$ cat src/rtl/pipeline_stall_controller.sv
// Stall/flush sequencer for the 5-stage core: per-register enables,
// bubble insertion, MDU start pulse and a saturating stall-cycle counter.
module pipeline_stall_controller #(
    parameter int CNT_W = 16
) (
    input  logic             clk_i,
    input  logic             rst_i,
    input  logic             load_use_stall_i,
    input  logic             branch_taken_ex_i,
    input  logic             mdu_op_ex_i,
    input  logic             mdu_done_i,
    output logic             mdu_start_o,
    input  logic             dmem_req_mem_i,
    input  logic             dmem_ready_i,
    output logic             pc_en_o,
    output logic             if_id_en_o,
    output logic             id_ex_en_o,
    output logic             ex_mem_en_o,
    output logic             mem_wb_en_o,
    output logic             if_id_flush_o,
    output logic             id_ex_flush_o,
    output logic             ex_mem_flush_o,
    output logic             mem_wb_flush_o,
    output logic [1:0]       state_o,
    output logic [CNT_W-1:0] stall_cycles_o
);

    typedef enum logic [1:0] {
        RUN      = 2'b00,
        MDU_WAIT = 2'b01,
        MEM_WAIT = 2'b10
    } state_t;

    state_t            state_q;
    state_t            state_d;
    logic [CNT_W-1:0]  cnt_q;
    logic              run_eval;

    always_ff @(posedge clk_i) begin
        if (rst_i) begin
            state_q <= RUN;
            cnt_q   <= '0;
        end else begin
            state_q <= state_d;
            if (!pc_en_o && cnt_q != {CNT_W{1'b1}})
                cnt_q <= cnt_q + 1'b1;
        end
    end

    always_comb begin
        state_d        = RUN;
        run_eval       = 1'b0;
        pc_en_o        = 1'b1;
        if_id_en_o     = 1'b1;
        id_ex_en_o     = 1'b1;
        ex_mem_en_o    = 1'b1;
        mem_wb_en_o    = 1'b1;
        if_id_flush_o  = 1'b0;
        id_ex_flush_o  = 1'b0;
        ex_mem_flush_o = 1'b0;
        mem_wb_flush_o = 1'b0;
        mdu_start_o    = 1'b0;

        case (state_q)
            MDU_WAIT: begin
                if (!mdu_done_i) begin
                    state_d        = MDU_WAIT;
                    pc_en_o        = 1'b0;
                    if_id_en_o     = 1'b0;
                    id_ex_en_o     = 1'b0;
                    ex_mem_en_o    = 1'b0;
                    ex_mem_flush_o = 1'b1;
                end else if (load_use_stall_i) begin
                    pc_en_o       = 1'b0;
                    if_id_en_o    = 1'b0;
                    id_ex_flush_o = 1'b1;
                end
            end
            MEM_WAIT: begin
                if (!dmem_ready_i) begin
                    state_d        = MEM_WAIT;
                    pc_en_o        = 1'b0;
                    if_id_en_o     = 1'b0;
                    id_ex_en_o     = 1'b0;
                    ex_mem_en_o    = 1'b0;
                    mem_wb_en_o    = 1'b0;
                    mem_wb_flush_o = 1'b1;
                end else begin
                    run_eval = 1'b1;
                end
            end
            default: run_eval = 1'b1;
        endcase

        // A completing memory access falls through to the normal RUN rules.
        if (run_eval) begin
            if (dmem_req_mem_i && !dmem_ready_i) begin
                state_d        = MEM_WAIT;
                pc_en_o        = 1'b0;
                if_id_en_o     = 1'b0;
                id_ex_en_o     = 1'b0;
                ex_mem_en_o    = 1'b0;
                mem_wb_en_o    = 1'b0;
                mem_wb_flush_o = 1'b1;
            end else if (mdu_op_ex_i) begin
                state_d        = MDU_WAIT;
                mdu_start_o    = 1'b1;
                pc_en_o        = 1'b0;
                if_id_en_o     = 1'b0;
                id_ex_en_o     = 1'b0;
                ex_mem_en_o    = 1'b0;
                ex_mem_flush_o = 1'b1;
            end else if (branch_taken_ex_i) begin
                if_id_flush_o = 1'b1;
                id_ex_flush_o = 1'b1;
            end else if (load_use_stall_i) begin
                pc_en_o       = 1'b0;
                if_id_en_o    = 1'b0;
                id_ex_flush_o = 1'b1;
            end
        end

        if (rst_i) begin
            state_d        = RUN;
            pc_en_o        = 1'b0;
            if_id_en_o     = 1'b0;
            id_ex_en_o     = 1'b0;
            ex_mem_en_o    = 1'b0;
            mem_wb_en_o    = 1'b0;
            if_id_flush_o  = 1'b0;
            id_ex_flush_o  = 1'b0;
            ex_mem_flush_o = 1'b0;
            mem_wb_flush_o = 1'b0;
            mdu_start_o    = 1'b0;
        end
    end

    assign state_o        = state_q;
    assign stall_cycles_o = cnt_q;

endmodule

$ cat config.mk
export PLATFORM = sky130hd
export DESIGN_NAME = pipeline_stall_controller
export DESIGN_NICKNAME = d
export VERILOG_FILES = /design/src/rtl/pipeline_stall_controller.sv
export SDC_FILE = /design/constraint.sdc
export NUM_CORES = 1
export LEC_CHECK = 0
export BUFFER_PORTS_ARGS = -buffer_cell sky130_fd_sc_hd__buf_2
export CAP_MARGIN = 15
export CORE_MARGIN = 2
export CORE_UTILIZATION = 46
export DETAILED_ROUTE_END_ITERATION = 10
export GPL_TIMING_DRIVEN = 0
export PLACE_DENSITY_LB_ADDON = 0.3
export SYNTH_ARGS = -nofsm -noshare
export SYNTH_HDL_FRONTEND = slang
export SYNTH_SLANG_ARGS = --single-unit
$ cat constraint.sdc
create_clock -name clk_i -period 1.8 [get_ports clk_i]
set_input_delay 0.09 -clock clk_i [delete_from_list [all_inputs] [get_ports clk_i]]
set_output_delay 0.09 -clock clk_i [all_outputs]
set_load 0.005 [all_outputs]
* Yosys cells after proc, flatten, opt, wreduce, memory -nomap -nowiden *
Index checks and enable logic that the tools add are counted.

word-level totals
  input port bits = 8
  word-level logic and storage cells = 66
  output and inout port bits = 28
  bits in registers = 18

cells by class
  equal/unequal tests = 3
  reductions and logical operators = 4
  mux-type cells = 56
  add/subtract/negate cells = 1

operator list
  kind                   number
  $mux 1                 48
  $add 16x1->16 const B  1
  $ne 16x16->1 const B   1
  $mux 2                 4
  $pmux 1 s2             3
  $pmux 2 s2             1
  $eq 2x1->1 const B     1
  $eq 2x2->1 const B     1
  $logic_and 1x1->1      2
  $logic_not 1->1        2

* Depth between registers and ports, before layout *
  word-level depth = 11
  mapped depth = 10
  depth with buffers taken out = 7

* Worst setup path after synthesis *
Ideal clock, no wire load.

  path type = register to register
  start point = register state_q[0] (netlist: state_o[0])
  end point = register cnt_q[5] (netlist: stall_cycles_o[5])
  buffers on the path = 2
  stages on the path, launching flop included = 10
  data required time = 1.677 ns
  slack = -0.234 ns
  arrival time = 1.911 ns
  library setup time = 0.123 ns
  period minus slack after synthesis = 2.034 ns
  cells stage by stage = dfxtp_1 inv_1 ha_1 buf_2 a21oi_1 a32oi_1 and3_1 buf_2 nor4b_2 mux2_1

between the ends
  longest elaborated chain between the ends = 10
  elaborated cells between the ends (all ways) = 12
  those cells by class = 2 x eq/ne; 8 x mux; 2 x reduce/logical

RTL lines
  item                                      line  source
  start, declared                           34    state_t state_q;
  start signal, assigned                    44    state_q <= state_d;
  $eq 2x2->1 or $eq 2x1->1 (tied branches)  64    case (state_q)
  $pmux 1 s2                                64
  $mux 1                                    116   end else if (load_use_stall_i) begin
  $mux 1                                    113   end else if (branch_taken_ex_i) begin
  $mux 1                                    105   end else if (mdu_op_ex_i) begin
  $mux 1                                    97    if (dmem_req_mem_i && !dmem_ready_i) begin
  $mux 1 *                                  96    if (run_eval) begin
  $mux 1 *                                  123   if (rst_i) begin
  $logic_not 1->1 *                         45    if (!pc_en_o && cnt_q != {CNT_W{1'b1}})
  $logic_and 1x1->1 *                       45
  end signal, assigned                      46    cnt_q <= cnt_q + 1'b1;
  end, declared                             36    logic [CNT_W-1:0] cnt_q;

Every way passes the cells marked *; elsewhere a longest branch is shown, timed or not.
A chain may end at the register's enable or synchronous reset.

* Worst setup path in the final report *
  start point = register state_q[0] (netlist: state_o[0])
  end point = output pc_en_o

between the ends
  longest elaborated chain between the ends = 8
  elaborated cells between the ends (all ways) = 10
  those cells by class = 2 x eq/ne; 8 x mux

RTL lines
  item                                      line  source
  $eq 2x2->1 or $eq 2x1->1 (tied branches)  64
  $pmux 1 s2                                64
  $mux 1                                    116
  $mux 1                                    113
  $mux 1                                    105
  $mux 1                                    97
  $mux 1 *                                  96
  $mux 1 *                                  123
  end, declared                             15    output logic pc_en_o,

Marks and branches as above.

==> summary.md <==
| Metric | Value |
|---|---|
| Number of global-route vias before repair | `1188` |
| Pwr/cell area | `558.6 nW/um^2` |
| Buffer depth of the longest clock path | `2` |
| Achievable frequency | `525.0 MHz` |
| Setup_tns | `-0.7195 ns` |
| X dimension of the die | `55.05 microns` |
| Cell internal pwr | `0.6554 mW` |
| Maximum number of pins on one net before global-route repair | `11` |
| Antenna violations before repair | `0` |
| Number of CTS-inserted buffers | `3` |
| Clock sink total | `18` |
| Compound-Gate Fraction of Synth Area | `0.1931` |
| Average detailed-routed wire length per instance | `roughly 14 microns` |
| XOR/XNOR Fraction of Synth Area | `0` |
| Clk slew on worst S/H paths | `0.11 ns` |
| Gate count of the mapped netlist | `146` |
| Layout cells sized above 1 | `0.4588` |
| Floorplan Core Area | `2477 sq um` |
| Worst hold path class | `input port to flip-flop` |
| Critical path type | `flip-flop to primary output` |
| First-pass iteration count of the detailed router | `4` |
| Layout net count | `207` |
| Reg2Reg Depth | `9` |
| Leakage power figure | `0.6802 nW` |
| Post-synth design cell area | `approximately 1200 sq um` |
| Final count of hold timing violations | `0` |
| Number of synthesized register bits | `18` |
| Tmin final | `1.905 ns` |
| Worst Setup End Kind | `primary output` |
| WP data arrival | `approximately 1.8 ns` |
| Wire length reported by the detailed router | `3.220 mm` |
| Most frequent standard cell in the layout excluding fill and tap cells | `sky130_fd_sc_hd__buf_2` |
| Commonest cells after routing, fill and taps aside | `sky130_fd_sc_hd__buf_2 (33), sky130_fd_sc_hd__nor2_1 (15), sky130_fd_sc_hd__buf_4 (11)` |
| Portion of total power attributed to the clock network | `0.285` |
| Simple-gate portion of the synthesized area | `0.3643` |
| Yosys warning count | `0` |
| Async set or reset register ratio after synthesis | `0` |
| RSZ-0062 raised after global routing | `true` |
| Buffer type at the clock tree root | `sky130_fd_sc_hd__clkbuf_4` |
| Number of max-capacitance violations reported | `0` |
| Launching element type of the critical path | `flip-flop` |
| Worst-case setup margin in the final layout | `-0.1049 ns` |
| Utilization after layout | `0.6712` |
| Largest family of logic cells by synthesized area | `simple AND/OR/NAND/NOR gates` |
| Pin slew with the least headroom to its limit | `0.5925 ns` |
| Routed Antenna Nets | `0` |
| Ratio of final minimum period to clock period | `1.058` |
| I/O Pins | `36` |
| CTS tree | `done` |
| Crit-path max FO | `4` |
| Sw frac | `0.2943` |
| DRC violation count after routing | `0` |
| Number of port buffers | `35` |
| Number of flops mapped to enable cells by yosys | `0` |
| Mean instance size in the synthesized netlist | `around 8.2 sq um` |
| Via total after detailed routing | `around 1300` |
| Post-DP HPWL | `2.191 mm` |
| Worst Path Required | `1.71 ns` |
| Overall die area | `3030 sq um` |
| Worst clock skew on the final layout | `0.001892 ns` |
| Filler Cells Inserted | `211` |
| Portion of the post-synthesis area used by sequential elements | `0.3006` |
| Multiplexer fraction of the synthesized cell area | `0.03653` |
| Share of total power in sequential cells | `0.463` |
| Overall routing resource usage | `0.2338` |
| Die H | `roughly 55 microns` |
| Synth cell types | `42` |
| Run status | `finished, violations left` |
| Final weighted congestion of routability-driven global placement | `around 0.80` |
| Starting utilization of the core area | `0.4838` |
| Worst supply voltage drop on vdd | `between 0.4 and 0.5 mV` |
| Later-pin clock latency in the skew report | `approximately 0.3 ns` |
| Number of cells on the worst hold path | `2` |
| Area Overhead vs Synth | `38.73%` |
| Share of synthesized cell area in full adder, half adder and majority cells | `0.04175` |
| H-tree levels | `1` |
| Syn Nets | `158` |
| GRT overflow | `0` |
| Top flip-flop cell by instance count after synthesis | `sky130_fd_sc_hd__dfxtp_1` |
| Setup violation total in the final timing report | `15` |
| Failing checks | `negative setup slack` |
| Sw Pwr | `between 0.2 and 0.3 mW` |
| Detailed router's first-iteration violation count | `33` |
| FP Rows | `18` |
| Final Slew Violations | `0` |
| Number of vias per cell | `5.808` |
| Combinational cell fraction of total power | `0.252` |
| Max transition margin | `0.6050` |
| First-pass GRT wire length | `5.223 mm` |
| Count of antenna diodes in the layout | `0` |
## kinds of logic after synthesis
| kind of cell | after synthesis |
|---|---|
| muxes | 4 |
| buffers and inverters | 15 |
| AOI/OAI and AO/OA | 36 |
| adders and majority gates | 4 |
| DFF | 18 |
| and+or+nand+nor | 69 |
## stage by stage
stage / hold slack, ns / instance area, sq um / cells / setup WS (ns) / power (mW)
floorplan: 0.1618 / 1232 / 146 / -0.03101 / 0.5435
global placement: 0.3628 / 1445 / 211 / -0.1582 / 0.6035
detailed placement: 0.3781 / 1445 / 211 / -0.2017 / 0.6101
CTS: 0.05553 / 1600 / 222 / -0.06456 / 0.9103
global route: 0.04848 / 1663 / 224 / -0.1948 / 0.9755
finish: 0.05180 / 1663 / 224 / -0.1049 / 0.9288
## path summary, 6_finish.rpt
check,start,end,slack (ns)
worst max-delay path,state_o[0],pc_en_o,-0.10
worst min-delay path,dmem_ready_i,state_o[1],0.05
worst min register to register,stall_cycles_o[13],stall_cycles_o[13],0.50
worst max register to register,state_o[0],stall_cycles_o[0],-0.10
## flip-flops by register name (all words and copies together), names as in the netlist
| signal | cells |
|---|---|
| state_o | 2 |
| stall_cycles_o | 16 |
## area by class of cell
type	count	area, sq um	share of cell area
Timing Repair Buffer	45	262.8	0.1580
Multi-Input combinational cell	113	849.6	0.5109
Inverter	6	22.52	0.01354
Clock buffer	4	36.28	0.02182
Buffer	8	75.07	0.04515
Sequential cell	18	379.1	0.2280
Tap cell	30	37.54	0.02257
## per-layer routing
metal  global-route usage  vias to the layer above  share of wire
met5                    0                        -              0
met4              0.08130                        0          0.014
met3              0.04570                        6          0.071
met2               0.4008                       63           0.49
met1               0.2906                      598           0.42
li1                     -                      634              -
## cell usage after synthesis, types with 3 or more instances
master	n	area, sq um
sky130_fd_sc_hd__nand4_1	7	43.79
sky130_fd_sc_hd__nand2_1	4	15.01
sky130_fd_sc_hd__a31oi_1	3	18.77
sky130_fd_sc_hd__nor3_1	3	15.01
sky130_fd_sc_hd__nor2_1	16	60.06
sky130_fd_sc_hd__mux2_1	3	33.78
sky130_fd_sc_hd__o21a_1	3	22.52
sky130_fd_sc_hd__dfxtp_1	18	360.4
sky130_fd_sc_hd__buf_2	4	20.02
sky130_fd_sc_hd__nor2b_1	7	43.79
sky130_fd_sc_hd__a21oi_2	4	35.03
sky130_fd_sc_hd__inv_1	6	22.52
sky130_fd_sc_hd__nand3_1	6	30.03
sky130_fd_sc_hd__a21oi_1	8	40.04
sky130_fd_sc_hd__o21ai_1	8	40.04
sky130_fd_sc_hd__ha_1	4	50.05
sky130_fd_sc_hd__nand2b_1	3	18.77
sky130_fd_sc_hd__or3_1	8	50.05
## worst max-delay path, cell delays in order (launching register included)
cell,delay (ns)
sky130_fd_sc_hd__dfxtp_2,0.35
sky130_fd_sc_hd__buf_4,0.15
sky130_fd_sc_hd__ha_4,0.17
sky130_fd_sc_hd__nor2_1,0.09
sky130_fd_sc_hd__o21ai_1,0.11
sky130_fd_sc_hd__and3_4,0.22
sky130_fd_sc_hd__buf_6,0.12
sky130_fd_sc_hd__buf_8,0.12
sky130_fd_sc_hd__buf_6,0.10
sky130_fd_sc_hd__buf_6,0.10
## power by group through the flow
stage | combinational (mW) | clock [mW] | sequential (mW)
after floorplan | 0.110 | 0 | 0.434
after global placement | 0.170 | 0 | 0.434
after detailed placement | 0.176 | 0 | 0.435
after CTS | 0.221 | 0.263 | 0.426
after global routing | 0.255 | 0.287 | 0.433
final | 0.234 | 0.264 | 0.430
## repair_timing
item,CTS,global route
pin swaps,7,2
cloned,0,0
hold buffers,0,0
resized for setup,17,15
setup buffers,8,2
endpoints found under the setup margin,19,23
Note: power is estimated with default switching activity, not from simulation.
